===== src/rtl/tree_channel_scheduler.sv =====
// -----------------------------------------------------------------------------
// tree_channel_scheduler
//
// Shares one decision-tree classification engine among CHANNEL_COUNT electrode
// channels. Channels raise req when a spike feature vector is ready. Requests
// are granted round-robin, the engine is started on the granted channel, and
// the engine's done is awaited with a timeout. Every outcome (engine result or
// timeout) is presented as a tagged result on a valid/ready port toward the
// cluster-label FIFO. Only one transaction is in flight at a time.
//
// Ports
//   clk, reset       clock, synchronous active-high reset
//   req              per-channel pending request, held until acked
//   ack              one-hot single-cycle pulse: request accepted
//   engine_ready     engine idle (looked at only while idle)
//   engine_start     single-cycle start pulse
//   engine_ch        channel index for the engine, stable until result leaves
//   engine_abort     single-cycle pulse when the engine timed out
//   engine_done      engine result strobe, with engine_level / engine_path
//   res_valid/ready  result handshake
//   res_ch           result channel tag
//   res_level        captured final tree depth (0 on timeout)
//   res_path         captured decision path (0 on timeout)
//   res_timeout      result came from a timeout
//   timeout_count    saturating count of timeouts
// -----------------------------------------------------------------------------
module tree_channel_scheduler #(
   parameter int CHANNEL_COUNT  = 16,
   parameter int LEVEL_WIDTH    = 2,
   parameter int PATH_WIDTH     = 3,
   parameter int TIMEOUT_CYCLES = 64,
   parameter int CH_W           = $clog2(CHANNEL_COUNT)
) (
   input  logic                     clk,
   input  logic                     reset,
   input  logic [CHANNEL_COUNT-1:0] req,
   output logic [CHANNEL_COUNT-1:0] ack,
   input  logic                     engine_ready,
   output logic                     engine_start,
   output logic [CH_W-1:0]          engine_ch,
   output logic                     engine_abort,
   input  logic                     engine_done,
   input  logic [LEVEL_WIDTH-1:0]   engine_level,
   input  logic [PATH_WIDTH-1:0]    engine_path,
   output logic                     res_valid,
   input  logic                     res_ready,
   output logic [CH_W-1:0]          res_ch,
   output logic [LEVEL_WIDTH-1:0]   res_level,
   output logic [PATH_WIDTH-1:0]    res_path,
   output logic                     res_timeout,
   output logic [7:0]               timeout_count
);

   // The wait counter reads k-1 in the k-th WAIT cycle. The timeout decision is
   // taken when it reads TIMEOUT_CYCLES-2, so the registered abort pulse lands
   // exactly TIMEOUT_CYCLES cycles after the start pulse. A done arriving in
   // that decision cycle still wins over the timeout.
   localparam int                CNT_W    = (TIMEOUT_CYCLES > 2) ? $clog2(TIMEOUT_CYCLES) : 1;
   localparam logic [CNT_W-1:0]  CNT_LAST = CNT_W'(TIMEOUT_CYCLES - 2);
   localparam logic [CH_W:0]     CH_CNT   = (CH_W+1)'(CHANNEL_COUNT);
   localparam logic [CH_W-1:0]   CH_LAST  = CH_W'(CHANNEL_COUNT - 1);

   typedef enum logic [1:0] {
      ST_IDLE  = 2'd0,
      ST_ISSUE = 2'd1,
      ST_WAIT  = 2'd2,
      ST_EMIT  = 2'd3
   } state_t;

   state_t                     state_q, state_d;
   logic [CH_W-1:0]            ptr_q, ptr_d;
   logic [CNT_W-1:0]           wait_cnt_q, wait_cnt_d;
   logic [CHANNEL_COUNT-1:0]   ack_q, ack_d;
   logic                       engine_start_q, engine_start_d;
   logic [CH_W-1:0]            engine_ch_q, engine_ch_d;
   logic                       engine_abort_q, engine_abort_d;
   logic                       res_valid_q, res_valid_d;
   logic [CH_W-1:0]            res_ch_q, res_ch_d;
   logic [LEVEL_WIDTH-1:0]     res_level_q, res_level_d;
   logic [PATH_WIDTH-1:0]      res_path_q, res_path_d;
   logic                       res_timeout_q, res_timeout_d;
   logic [7:0]                 timeout_count_q, timeout_count_d;

   // Round-robin pick: first set request at or after ptr_q, wrapping.
   logic                       found;
   logic [CH_W-1:0]            pick;
   logic [CH_W:0]              idx_sum;
   logic [CHANNEL_COUNT-1:0]   pick_onehot;

   always_comb begin
      found   = 1'b0;
      pick    = '0;
      idx_sum = '0;
      // Scan from the farthest offset down so the nearest request wins last.
      for (int k = CHANNEL_COUNT - 1; k >= 0; k--) begin
         idx_sum = {1'b0, ptr_q} + (CH_W+1)'(k);
         if (idx_sum >= CH_CNT) begin
            idx_sum = idx_sum - CH_CNT;
         end
         if (req[idx_sum[CH_W-1:0]]) begin
            found = 1'b1;
            pick  = idx_sum[CH_W-1:0];
         end
      end
   end

   genvar gi;
   generate
      for (gi = 0; gi < CHANNEL_COUNT; gi++) begin : g_onehot
         assign pick_onehot[gi] = (pick == CH_W'(gi));
      end
   endgenerate

   always_comb begin
      state_d         = state_q;
      ptr_d           = ptr_q;
      wait_cnt_d      = wait_cnt_q;
      ack_d           = '0;
      engine_start_d  = 1'b0;
      engine_abort_d  = 1'b0;
      engine_ch_d     = engine_ch_q;
      res_valid_d     = res_valid_q;
      res_ch_d        = res_ch_q;
      res_level_d     = res_level_q;
      res_path_d      = res_path_q;
      res_timeout_d   = res_timeout_q;
      timeout_count_d = timeout_count_q;

      case (state_q)
         ST_IDLE: begin
            if (found && engine_ready) begin
               // Pulses are registered here so they appear during ISSUE.
               engine_ch_d    = pick;
               ack_d          = pick_onehot;
               engine_start_d = 1'b1;
               ptr_d          = (pick == CH_LAST) ? '0 : pick + CH_W'(1);
               state_d        = ST_ISSUE;
            end
         end

         ST_ISSUE: begin
            // engine_done is deliberately not looked at here.
            wait_cnt_d = '0;
            state_d    = ST_WAIT;
         end

         ST_WAIT: begin
            if (engine_done) begin
               res_valid_d   = 1'b1;
               res_ch_d      = engine_ch_q;
               res_level_d   = engine_level;
               res_path_d    = engine_path;
               res_timeout_d = 1'b0;
               state_d       = ST_EMIT;
            end else if (wait_cnt_q == CNT_LAST) begin
               engine_abort_d = 1'b1;
               res_valid_d    = 1'b1;
               res_ch_d       = engine_ch_q;
               res_level_d    = '0;
               res_path_d     = '0;
               res_timeout_d  = 1'b1;
               if (timeout_count_q != 8'hFF) begin
                  timeout_count_d = timeout_count_q + 8'd1;
               end
               state_d = ST_EMIT;
            end else begin
               wait_cnt_d = wait_cnt_q + CNT_W'(1);
            end
         end

         ST_EMIT: begin
            // Result fields hold until the downstream takes them.
            if (res_ready) begin
               res_valid_d = 1'b0;
               state_d     = ST_IDLE;
            end
         end

         default: begin
            state_d = ST_IDLE;
         end
      endcase
   end

   always_ff @(posedge clk) begin
      if (reset) begin
         state_q         <= ST_IDLE;
         ptr_q           <= '0;
         wait_cnt_q      <= '0;
         ack_q           <= '0;
         engine_start_q  <= 1'b0;
         engine_ch_q     <= '0;
         engine_abort_q  <= 1'b0;
         res_valid_q     <= 1'b0;
         res_ch_q        <= '0;
         res_level_q     <= '0;
         res_path_q      <= '0;
         res_timeout_q   <= 1'b0;
         timeout_count_q <= '0;
      end else begin
         state_q         <= state_d;
         ptr_q           <= ptr_d;
         wait_cnt_q      <= wait_cnt_d;
         ack_q           <= ack_d;
         engine_start_q  <= engine_start_d;
         engine_ch_q     <= engine_ch_d;
         engine_abort_q  <= engine_abort_d;
         res_valid_q     <= res_valid_d;
         res_ch_q        <= res_ch_d;
         res_level_q     <= res_level_d;
         res_path_q      <= res_path_d;
         res_timeout_q   <= res_timeout_d;
         timeout_count_q <= timeout_count_d;
      end
   end

   assign ack           = ack_q;
   assign engine_start  = engine_start_q;
   assign engine_ch     = engine_ch_q;
   assign engine_abort  = engine_abort_q;
   assign res_valid     = res_valid_q;
   assign res_ch        = res_ch_q;
   assign res_level     = res_level_q;
   assign res_path      = res_path_q;
   assign res_timeout   = res_timeout_q;
   assign timeout_count = timeout_count_q;

endmodule


===== config.mk =====
export PLATFORM = sky130hd
export DESIGN_NAME = tree_channel_scheduler
export DESIGN_NICKNAME = d
export VERILOG_FILES = /design/src/rtl/tree_channel_scheduler.sv
export SDC_FILE = /design/constraint.sdc
export NUM_CORES = 1
export LEC_CHECK = 0
export ABC_CLOCK_PERIOD_IN_PS = 10750
export CORE_ASPECT_RATIO = 0.7
export CORE_MARGIN = 8
export CORE_UTILIZATION = 45
export DETAILED_ROUTE_END_ITERATION = 16
export DONT_BUFFER_PORTS = 1
export HOLD_SLACK_MARGIN = 0.15
export PLACE_DENSITY = 0.63
export SLEW_MARGIN = 20
export SYNTH_ARGS = -nofsm -noshare
export SYNTH_HDL_FRONTEND = slang
export SYNTH_SLANG_ARGS = --single-unit

===== constraint.sdc =====
create_clock -name clk -period 10.75 [get_ports clk]
set_input_delay 1.6125 -clock clk [delete_from_list [all_inputs] [get_ports clk]]
set_output_delay 1.6125 -clock clk [all_outputs]
set_load 0.01 [all_outputs]

==> out/qor.txt, run 1 <==
======================================================================================
Slew headroom ...........................................................        0.356
Port Buf Inserts ........................................................            0
Global-route congestion overflow total ..................................            0
Reg-to-Reg Start ........................................................ ptr_q[1]$_SDFFE_PP0P_
Cell with the most instances after synthesis ............................       nor2_1
I/O Pins ................................................................           67
EDFF count, synth .......................................................            0
Synthesized netlist net count ...........................................          534
Overall routing resource usage ..........................................        0.186
Hold_buf cts ............................................................            0
Finish-stage setup viols ................................................            0
Setup clock skew after layout ...........................................   0.00369 ns
Library cell occupying the most area in the post-synthesis netlist ......      dfxtp_1
Worst reg2reg setup slack ...............................................      5.20 ns
Post-detailed-route DRC marker count ....................................            0
Least setup slack across all paths after layout .........................      5.20 ns
Worst setup path category ...............................................      reg2reg
Min-Delay Endpoint ...................................................... wait_cnt_q[5]$_SDFFE_PP0P_
Initial core utilization ................................................        0.452
Highest fanout seen on the critical path ................................           27
Cell Pwr Density ........................................................   343 nW/um2
Post-DP HPWL ............................................................      9.87 mm
Post-detailed-route count of antenna-violating nets .....................            0
Outcome ................................................................. complete, no violations
Final cycle utilization of the critical path ............................        0.516
Worst Setup Start Kind ..................................................    flip-flop
Clock sinks .............................................................           53
Transition time at the pin with the least slew margin ...................     0.959 ns
Number of vias in the routed layout .....................................         3938
Count of cells resized by post-cts repair ...............................            0
Detailed Route Iter0 Violations .........................................          367
Switching share of power ................................................        0.495
Worst Setup Slack post-DPL ..............................................      5.26 ns
Max Buffers Root-to-Sink ................................................            2
Hold path cells .........................................................            2
RSZ-0062 raised after global routing ....................................        false
Final min period ........................................................      5.55 ns
Die Height ..............................................................       101 um
Global-route wire length before repair ..................................      20.5 mm
Aggregate routed wire length ............................................      13.0 mm
Internal cell power .....................................................   0.000842 W
Number of detailed-routing iterations run before antenna repair .........            5
Routed vias/inst ........................................................         6.49
Die ar. .................................................................    13800 um2
Dominant synthesized flop cell ..........................................      dfxtp_1
Critical Path Sink Type .................................................    flip-flop
Static leakage ..........................................................      1.77 nW
Core Box Area ...........................................................    10200 um2
Hold Vio Cnt, Final .....................................................            0
Dominant cells by area after synthesis .................................. dfxtp_1, mux4_2, mux2i_1, nor2_1, ha_1
F_max ...................................................................    0.180 GHz
Filler instances ........................................................          987
Proportion of synthesized flip-flops having asynchronous set or reset ...            0
Initial antenna violation count .........................................            0
Number of antenna cells inserted ........................................            0
Syn_area_per_cell .......................................................     9.40 um2
Gate count of the mapped netlist ........................................          489
Clock network fraction of design power ..................................        0.123
Number of distinct standard cells referenced by the synthesized netlist .           78
Clock tree from TritonCTS ...............................................        built
Cell at the root of the clock tree ......................................    clkbuf_16
Number of placement rows ................................................           31
Synth warn ..............................................................            0
Comb pwr share ..........................................................        0.727
Worst R2R Path Depth ....................................................           13
Max-cap violations ......................................................            0
Avg WL per Cell .........................................................      21.5 um
Pin count of the biggest net entering global routing ....................           38
Fin Hold WS .............................................................     0.527 ns
Seq pwr share ...........................................................        0.149
Clk slew on worst S/H paths .............................................      0.07 ns
Arrival time worst endpoint .............................................      5.74 ns
Total of flip-flops plus latches after synthesis ........................           53
Worst VDD drop ..........................................................     0.124 mV
Clock latency at the later pin of the worst-skew pair ...................      0.29 ns
Layout Nets .............................................................          519
Slew Viols, Final .......................................................            0
Area growth syn-to-layout ...............................................        5.50%
Reported net switching power ............................................   0.000824 W
Share of the yosys chip area belonging to registers .....................        0.231
Final RePlAce weighted congestion .......................................        0.957
Summed instance area of the synthesized netlist .........................     4600 um2
Post-CTS setup repair buffer count ......................................            0
Endpoint required time on the critical path .............................     10.94 ns
Proportion of layout cells with a drive suffix above 1 ..................        0.166
Cts bufs inserted .......................................................            5
Die width ...............................................................       137 um
Top-area cell type share of the netlist area ............................        0.231
Hold Path Origin ........................................................ wait_cnt_q[5]$_SDFFE_PP0P_
HP Class ................................................................      reg2reg
Level count of the clock H-tree .........................................            2
Synth top cells by count ................................................ nor2_1, dfxtp_1, mux2i_1, mux4_2, nand2_1
Total Negative Setup Slacks .............................................         0 ns
Via count of the first global-routing pass ..............................         3702
R2R Path End ............................................................ ptr_q[0]$_SDFFE_PP0P_
======================================================================================
worst max path at each step:
| stage | from | cells after the start | endpoint |
|---|---|---|---|
| 2_1_floorplan | req[5] | 9 | ptr_q[0]$_SDFFE_PP0P_ |
| 3_3_place_gp | ptr_q[1]$_SDFFE_PP0P_ | 13 | ptr_q[0]$_SDFFE_PP0P_ |
| 3_5_place_dp | ptr_q[1]$_SDFFE_PP0P_ | 13 | ptr_q[0]$_SDFFE_PP0P_ |
| 4_1_cts | ptr_q[1]$_SDFFE_PP0P_ | 13 | ptr_q[0]$_SDFFE_PP0P_ |
| 5_1_grt | ptr_q[1]$_SDFFE_PP0P_ | 13 | ptr_q[0]$_SDFFE_PP0P_ |
| 6_report | ptr_q[1]$_SDFFE_PP0P_ | 13 | ptr_q[0]$_SDFFE_PP0P_ |
state kept, by name, indices dropped and copies added, names as in the netlist, 3 cells and up:
signal / flops
ack: 16
engine_ch: 4
ptr_q: 4
res_ch: 4
res_path: 3
timeout_count: 8
wait_cnt_q: 6
power by group through the flow:
| stage | clock [W] | sequential [W] | combinational [W] |
|---|---|---|---|
| after CTS | 0.000211 | 0.000250 | 0.00118 |
| after global placement | 0 | 0.000254 | 0.00118 |
| after floorplan | 0 | 0.000248 | 0.000932 |
| final | 0.000206 | 0.000249 | 0.00121 |
| after detailed placement | 0 | 0.000254 | 0.00117 |
| after global routing | 0.000220 | 0.000252 | 0.00130 |
metrics by stage:
step / total power, W / util / std cells / instance area (um2)
global route: 0.00177 / 0.477 / 607 / 4850
floorplan: 0.00118 / - / 489 / 4600
finish: 0.00167 / 0.477 / 607 / 4850
CTS: 0.00164 / 0.477 / 607 / 4850
detailed placement: 0.00143 / 0.458 / 599 / 4660
global placement: 0.00143 / 0.458 / 599 / 4660
critical path, cell delays in order (launching register included):
cell and delay [ns]:
dfxtp_1 0.31, buf_4 0.33, clkinv_1 0.43, ha_1 1.06, mux2_2 0.43, mux4_2 0.53
nand2_1 0.12, nand2b_1 0.21, a211oi_1 0.36, o2111ai_1 0.17, o311ai_1 0.78, ha_1 0.36
nand3_1 0.09, a31o_1 0.25
layer usage:
metal / part of all wire / track usage / vias up / wire length (um)
li1: - / - / 1810 / -
met1: 0.46 / 0.266 / 1914 / 5960
met2: 0.42 / 0.265 / 202 / 5470
met3: 0.12 / 0.0652 / 12 / 1500
met4: 0.0071 / 0.0316 / 0 / 93
met5: 0 / 0 / - / 0
cells by family after synthesis:
| logic type | share of synthesized area |
|---|---|
| buf+inv | 0.0435 |
| xor+xnor | 0.0476 |
| mux | 0.290 |
| fa+ha+maj | 0.0517 |
| simple gates | 0.168 |
| compound gates | 0.168 |
| flops | 0.231 |
cell type report:
cell class | count | area, um2 | share of cell area
clock buffer | 5 | 125 | 0.0258
clock inverter | 3 | 68.8 | 0.0142
inverter | 15 | 56.3 | 0.0116
multi-input combinational | 394 | 3340 | 0.688
sequential | 53 | 1060 | 0.219
tap | 132 | 165 | 0.0340
timing repair buffer | 5 | 37.5 | 0.00774
cells in the final DEF (no fill, tap or decap), types with 3 or more instances in the layout:
cell type | Yosys | final
nor2_1 | 64 | 64
dfxtp_1 | 53 | 53
mux2i_1 | 35 | 35
mux4_2 | 32 | 32
nand2_1 | 27 | 27
ha_1 | 19 | 19
a21oi_1 | 18 | 18
mux2_2 | 18 | 18
xnor2_1 | 14 | 14
xor2_1 | 11 | 11
inv_1 | 10 | 10
and2_1 | 9 | 9
nand2b_1 | 8 | 8
nand3_1 | 8 | 8
a211oi_1 | 8 | 8
nor3_1 | 8 | 8
o21ai_0 | 7 | 7
a22oi_1 | 7 | 7
nor2b_1 | 6 | 6
clkbuf_16 | 0 | 5
buf_4 | 4 | 5
nand4_1 | 4 | 4
or3_1 | 4 | 4
nor2_2 | 4 | 4
o22ai_1 | 4 | 4
o31a_1 | 4 | 4
mux2_1 | 4 | 4
a221oi_1 | 4 | 4
o32ai_1 | 3 | 3
a211o_1 | 3 | 3
inv_2 | 3 | 3
a2111oi_0 | 3 | 3
a21o_1 | 3 | 3
o2111ai_1 | 3 | 3
o31ai_1 | 3 | 3
No activity file was read; power rests on OpenSTA's default activity.
==> inputs of run 2 (changes only) <==
--- a/config.mk
+++ b/config.mk
@@ -5,7 +5,7 @@
 export SDC_FILE = /design/constraint.sdc
 export NUM_CORES = 1
 export LEC_CHECK = 0
-export ABC_CLOCK_PERIOD_IN_PS = 10750
+export ABC_CLOCK_PERIOD_IN_PS = 5800
 export CORE_ASPECT_RATIO = 0.7
 export CORE_MARGIN = 8
 export CORE_UTILIZATION = 45
==> constraint.sdc (replaced) <==
create_clock -name clk -period 5.8 [get_ports clk]
set_input_delay 0.87 -clock clk [delete_from_list [all_inputs] [get_ports clk]]
set_output_delay 0.87 -clock clk [all_outputs]
set_load 0.01 [all_outputs]
==> run 2 against run 1 <==
Compared with the run above: fmax rose by 14%; routed wire length shrank 1.7%; final cell count rose by 0.33%; power grew 80%; sequential share of layout area increased by 0.15 points; critical path depth decreased by 1; core utilization down 0.32 points; count of clock-buffer cells in the layout is the same; setup slack worse by 4.3 ns; sequential power rose by 94%; worst hold slack improved by 0.00063 ns; non-clock buffer count is 2 higher.
==> out/qor.txt, run 2 (synthesized netlist as in run 1, its figures left out) <==
==============================================================================
Outcome ......................................................... complete, no violations
Number of antenna cells inserted ................................            0
Number of placement rows ........................................           31
Clk slew on worst S/H paths .....................................      0.07 ns
Pin count of the biggest net entering global routing ............           37
Worst setup path category .......................................      reg2reg
Hold_buf cts ....................................................            0
Highest fanout seen on the critical path ........................           25
Level count of the clock H-tree .................................            2
Most common cell type on the critical path ......................         ha_1
Global-route congestion overflow total ..........................            0
Final cycle utilization of the critical path ....................        0.837
Slew headroom ...................................................        0.349
Seq pwr share ...................................................        0.161
Max Buffers Root-to-Sink ........................................            2
Most common cell after layout, fill and taps aside ..............       nor2_1
HP Class ........................................................      reg2reg
Reg-to-Reg Start ................................................ ptr_q[0]$_SDFFE_PP0P_
Clock sinks .....................................................           53
Initial antenna violation count .................................            0
I/O Pins ........................................................           67
Proportion of layout cells with a drive suffix above 1 ..........        0.170
Switching share of power ........................................        0.509
Number of detailed-routing iterations run before antenna repair .            5
Reported net switching power ....................................    0.00153 W
Comb pwr share ..................................................        0.741
Count of cells resized by post-cts repair .......................            0
Core Box Area ...................................................    10200 um2
Post-CTS setup repair buffer count ..............................            0
Overall routing resource usage ..................................        0.188
Worst setup path startpoint ..................................... ptr_q[0]$_SDFFE_PP0P_
Layout Nets .....................................................          521
Cell at the root of the clock tree ..............................    clkbuf_16
Worst VDD drop ..................................................     0.269 mV
Static leakage ..................................................      1.76 nW
Critical Path Sink Type .........................................    flip-flop
Endpoint required time on the critical path .....................      5.99 ns
Most frequent cells in the layout ............................... nor2_1, dfxtp_1, mux2i_1
Filler instances ................................................          973
Die Height ......................................................       101 um
Critical-path cell with the highest stage delay .................         ha_1
Clock network fraction of design power ..........................        0.098
Worst path bufs/invs ............................................            1
Aggregate routed wire length ....................................      12.8 mm
F_max ...........................................................    0.206 GHz
Final min period ................................................      4.86 ns
Worst Setup Start Kind ..........................................    flip-flop
Hold Path Origin ................................................ res_valid$_SDFFE_PP0P_
Total Negative Setup Slacks .....................................         0 ns
Critical path cell sequence ..................................... inv_2 > ha_1 > mux2_2 > mux4_2 > nand2_1 > nand2b_1 > a211oi_1 > o2111ai_1 > o311ai_1 > ha_1 > nand3_1 > a31o_1
Routed vias/inst ................................................         6.40
Post-detailed-route DRC marker count ............................            0
Slew Viols, Final ...............................................            0
Number of vias in the routed layout .............................         3899
Hold Vio Cnt, Final .............................................            0
Post-DP HPWL ....................................................      9.84 mm
Arrival time worst endpoint .....................................      5.05 ns
Setup clock skew after layout ...................................   0.00700 ns
Internal cell power .............................................    0.00147 W
Die ar. .........................................................    13800 um2
Cts bufs inserted ...............................................            5
Kind of cell adding the most delay to the critical path ......... compound AO/OA/AOI/OAI gates
Avg WL per Cell .................................................      21.0 um
Port Buf Inserts ................................................            0
Largest stage delay on the critical path ........................      0.96 ns
Cell Pwr Density ................................................   622 nW/um2
Finish-stage setup viols ........................................            0
Die width .......................................................       137 um
Post-route core utilization .....................................        0.474
Max-cap violations ..............................................            0
Post-layout total power .........................................    0.00300 W
Detailed Route Iter0 Violations .................................          362
Clock latency at the later pin of the worst-skew pair ...........      0.29 ns
Clock tree from TritonCTS .......................................        built
Largest register FFs ............................................           16
RSZ-0062 raised after global routing ............................        false
Transition time at the pin with the least slew margin ...........     0.976 ns
Initial core utilization ........................................        0.452
Area growth syn-to-layout .......................................        4.79%
Global-route wire length before repair ..........................      20.8 mm
Post-detailed-route count of antenna-violating nets .............            0
Final RePlAce weighted congestion ...............................        0.942
Via count of the first global-routing pass ......................         3785
==============================================================================
run 2: cell types whose count changed in the layout (fill, tap and decap cells not counted), sizes merged:
cell,delta
clkinv,+1
bufinv,-2
buf,+2
clkinvlp,+1
run 2: tightest hold or removal path, delay by kind of cell, from the launching register on:
| family | cells | cell delay, ns |
|---|---|---|
| DFF | 1 | 0.36 |
| and+or+nand+nor | 1 | 0.08 |
| AOI/OAI and AO/OA | 1 | 0.06 |
run 2: final cells by class:
cell class,instances,area [um2],area share
multi-input cells,394,3340,0.693
well taps,132,165,0.0343
repair buffers,7,52.6,0.0109
inverters,15,56.3,0.0117
flip-flops and latches,53,1060,0.220
clock buffers,5,125,0.0260
clock inverters,3,21.3,0.00441
run 2: power by group through the flow:
stage               Clock [W]  Sequential, W  Combinational [W]
detailed placement          0       0.000493            0.00215
global placement            0       0.000491            0.00214
CTS                  0.000303       0.000485            0.00216
floorplan                   0       0.000460            0.00173
global route         0.000323       0.000491            0.00239
finish               0.000294       0.000484            0.00222
run 2: path summary, 6_finish.rpt:
kind	slack, ns	to	depth (start not counted)
max	0.94	ptr_q[0]$_SDFFE_PP0P_	12
min	0.53	res_valid$_SDFFE_PP0P_	2
max reg2reg	0.94	ptr_q[0]$_SDFFE_PP0P_	12
min reg2reg	0.53	res_valid$_SDFFE_PP0P_	2
run 2: routing by layer:
layer  global-route usage  vias up  routed length (um)
li1                     -     1819                   -
met1                0.283     1863                6090
met2                0.265      201                5200
met3               0.0458       16                1370
met4               0.0324        0                 133
met5                    0        -                   0
run 2: metrics by stage:
step                      setup slack (ns)  area [um2]  hold slack [ns]  cells
final                                0.945        4820            0.527    609
after global placement                1.26        4670            0.503    601
after global routing                 0.696        4820            0.557    609
after detailed placement              1.03        4670            0.507    601
after floorplan                       1.33        4600            0.480    489
after CTS                             1.04        4820            0.530    609
==> inputs of run 3 (changes only) <==
--- a/config.mk
+++ b/config.mk
@@ -5,7 +5,8 @@
 export SDC_FILE = /design/constraint.sdc
 export NUM_CORES = 1
 export LEC_CHECK = 0
-export ABC_CLOCK_PERIOD_IN_PS = 5800
+export ABC_AREA = 1
+export ABC_CLOCK_PERIOD_IN_PS = 5050
 export CORE_ASPECT_RATIO = 0.7
 export CORE_MARGIN = 8
 export CORE_UTILIZATION = 45
==> constraint.sdc (replaced) <==
create_clock -name clk -period 5.05 [get_ports clk]
set_input_delay 0.7575 -clock clk [delete_from_list [all_inputs] [get_ports clk]]
set_output_delay 0.7575 -clock clk [all_outputs]
set_load 0.01 [all_outputs]
==> run 3 against run 2 <==
Compared with the run above: global-route usage down 0.12 points; first-iteration DRC count increased by 0.55%; non-clock buffer count fell by 4; via count rose by 1.4%; synthesized cell count rose by 27%; die area fell by 15%; core utilization is 0.72 points higher; worst hold slack got worse by 0.028 ns.
==> out/qor.txt, run 3 <==
======================================================================================
Synth top cells by count ................................................ nand2_1, nand3_1, a21oi_1, inv_1, dfxtp_1
Largest stage delay on the critical path ................................      0.64 ns
Most common cell type on the critical path ..............................      nand2_1
Post-CTS setup repair buffer count ......................................            0
Syn_area_per_cell .......................................................     6.08 um2
Hold Vio Cnt, Final .....................................................            0
Dominant cells by area after synthesis .................................. dfxtp_1, nand2_1, nand3_1, a21oi_1, ha_1
Max Buffers Root-to-Sink ................................................            2
EDFF count, synth .......................................................            0
Setup clock skew after layout ...........................................    0.0109 ns
Layout Nets .............................................................          662
Cell with the most instances after synthesis ............................      nand2_1
Clk slew on worst S/H paths .............................................      0.07 ns
Final RePlAce weighted congestion .......................................        0.946
Worst setup path category ...............................................      reg2reg
Detailed Route Iter0 Violations .........................................          364
Count of cells resized by post-cts repair ...............................            0
Number of placement rows ................................................           28
Initial core utilization ................................................        0.456
Global-route wire length before repair ..................................      17.9 mm
Library cell occupying the most area in the post-synthesis netlist ......      dfxtp_1
Outcome ................................................................. complete, no violations
Min-Delay Endpoint ...................................................... wait_cnt_q[0]$_SDFFE_PP0P_
R2R Path End ............................................................ ptr_q[0]$_SDFFE_PP0P_
Gate count of the mapped netlist ........................................          622
Arrival time worst endpoint .............................................      4.43 ns
Hold Path Origin ........................................................ wait_cnt_q[0]$_SDFFE_PP0P_
Worst Setup Start Kind ..................................................    flip-flop
Number of antenna cells inserted ........................................            0
Proportion of layout cells with a drive suffix above 1 ..................       0.0615
Highest fanout seen on the critical path ................................           17
Most common cell after layout, fill and taps aside ......................      nand2_1
Area growth syn-to-layout ...............................................        5.62%
Pin count of the biggest net entering global routing ....................           32
Die ar. .................................................................    11600 um2
Post-DP HPWL ............................................................      8.66 mm
RSZ-0062 raised after global routing ....................................        false
Slew headroom ...........................................................        0.602
Worst reg2reg setup slack ...............................................      0.80 ns
Max-cap violations ......................................................            0
Finish-stage setup viols ................................................            0
Transition time at the pin with the least slew margin ...................     0.596 ns
Endpoint required time on the critical path .............................      5.24 ns
Clock latency at the later pin of the worst-skew pair ...................      0.30 ns
Reg-to-Reg Start ........................................................ ptr_q[1]$_SDFFE_PP0P_
Synthesized netlist net count ...........................................          667
Number of detailed-routing iterations run before antenna repair .........            7
Final cycle utilization of the critical path ............................        0.841
Hold path cells .........................................................            1
Avg WL per Cell .........................................................      15.3 um
Proportion of synthesized flip-flops having asynchronous set or reset ...            0
Synth warn ..............................................................            0
Clock tree from TritonCTS ...............................................        built
Via count of the first global-routing pass ..............................         3526
I/O Pins ................................................................           67
Most frequent cells in the layout ....................................... nand2_1, nand3_1, a21oi_1
Cell at the root of the clock tree ......................................    clkbuf_16
Share of the yosys chip area belonging to registers .....................        0.280
Initial antenna violation count .........................................            0
Total Negative Setup Slacks .............................................         0 ns
Core Box Area ...........................................................     8300 um2
Critical Path Sink Type .................................................    flip-flop
Overall routing resource usage ..........................................        0.187
Die Height ..............................................................      92.7 um
Number of distinct standard cells referenced by the synthesized netlist .           38
Routed vias/inst ........................................................         5.47
Die width ...............................................................       126 um
Post-detailed-route DRC marker count ....................................            0
Total of flip-flops plus latches after synthesis ........................           53
Largest register FFs ....................................................           16
Dominant synthesized flop cell ..........................................      dfxtp_1
Aggregate routed wire length ............................................      11.0 mm
Global-route congestion overflow total ..................................            0
Summed instance area of the synthesized netlist .........................     3780 um2
Post-detailed-route count of antenna-violating nets .....................            0
Critical-path cell with the highest stage delay .........................         ha_1
Hold_buf cts ............................................................            0
HP Class ................................................................      reg2reg
Worst R2R Path Depth ....................................................           29
Slew Viols, Final .......................................................            0
Number of vias in the routed layout .....................................         3955
Clock sinks .............................................................           53
Port Buf Inserts ........................................................            0
Final min period ........................................................      4.25 ns
Top-area cell type share of the netlist area ............................        0.280
Level count of the clock H-tree .........................................            2
Cts bufs inserted .......................................................            5
F_max ...................................................................    0.235 GHz
======================================================================================
[run 3: cell types whose count changed after synthesis, sizes merged, moves of 14 or more]
cell and change:
nor2 -14, mux2i -36, o21ai +14, a21oi +44, nand3 +68, inv +53
nand2 +190, mux2 -22, mux4 -32
[run 3: per-layer routing]
metal | vias to the layer above | wire [um] | GRT usage
met5 | - | 0 | 0
met3 | 10 | 1200 | 0.0614
met2 | 150 | 4460 | 0.276
li1 | 2003 | - | -
met4 | 0 | 66 | 0.0222
met1 | 1792 | 5320 | 0.265
[run 3: kinds of logic (layout without fill, tap and decap cells)]
group           after synthesis  after routing  synth area share
fa+ha+maj                    19             19            0.0628
xor+xnor                      6              6            0.0139
simple gates                369            369             0.418
buf+inv                      81             77            0.0883
flops                        53             53             0.280
compound gates               94             94             0.137
[run 3: worst max path at each step]
stage / endpoint / depth (start not counted) / slack, ns / from
2_1_floorplan: ptr_q[3]$_SDFFE_PP0P_ / 33 / 1.86 / ptr_q[1]$_SDFFE_PP0P_
5_1_grt: ptr_q[3]$_SDFFE_PP0P_ / 32 / 0.32 / ptr_q[1]$_SDFFE_PP0P_
3_5_place_dp: ptr_q[0]$_SDFFE_PP0P_ / 30 / 0.90 / ptr_q[1]$_SDFFE_PP0P_
3_3_place_gp: ptr_q[3]$_SDFFE_PP0P_ / 30 / 1.05 / ptr_q[1]$_SDFFE_PP0P_
4_1_cts: ptr_q[0]$_SDFFE_PP0P_ / 30 / 0.88 / ptr_q[1]$_SDFFE_PP0P_
6_report: ptr_q[0]$_SDFFE_PP0P_ / 29 / 0.80 / ptr_q[1]$_SDFFE_PP0P_
[run 3: through the flow]
stage | instance area, um2 | util | std cells | setup slack [ns] | hold slack, ns
6_report | 4000 | 0.481 | 723 | 0.803 | 0.499
5_1_grt | 4000 | 0.481 | 723 | 0.322 | 0.520
4_1_cts | 4000 | 0.481 | 723 | 0.883 | 0.508
3_5_place_dp | 3850 | 0.464 | 715 | 0.900 | 0.491
3_3_place_gp | 3850 | 0.464 | 715 | 1.05 | 0.466
2_1_floorplan | 3780 | - | 622 | 1.86 | 0.447
[run 3: cell type report]
| cell class | instances | area (um2) |
|---|---|---|
| clock buffer | 5 | 125 |
| inverter | 66 | 250 |
| sequential | 53 | 1060 |
| tap | 105 | 131 |
| fill | 871 | 4310 |
| multi-input combinational | 488 | 2390 |
| timing repair buffer | 3 | 22.5 |
| clock inverter | 3 | 17.5 |
[run 3: worst max-delay path: cells and delay by family, from the launching register on]
kind / cells / cell delay (ns)
AND/OR/NAND/NOR: 20 / 1.64
adder cells (fa/ha/maj): 2 / 0.90
AO/OA/AOI/OAI: 3 / 0.33
buffers and inverters: 4 / 0.93
flip-flops: 1 / 0.31
Power of run 3 is not shown: default switching activity piles up to over one toggle a cycle in this logic, so the estimate is an artifact.
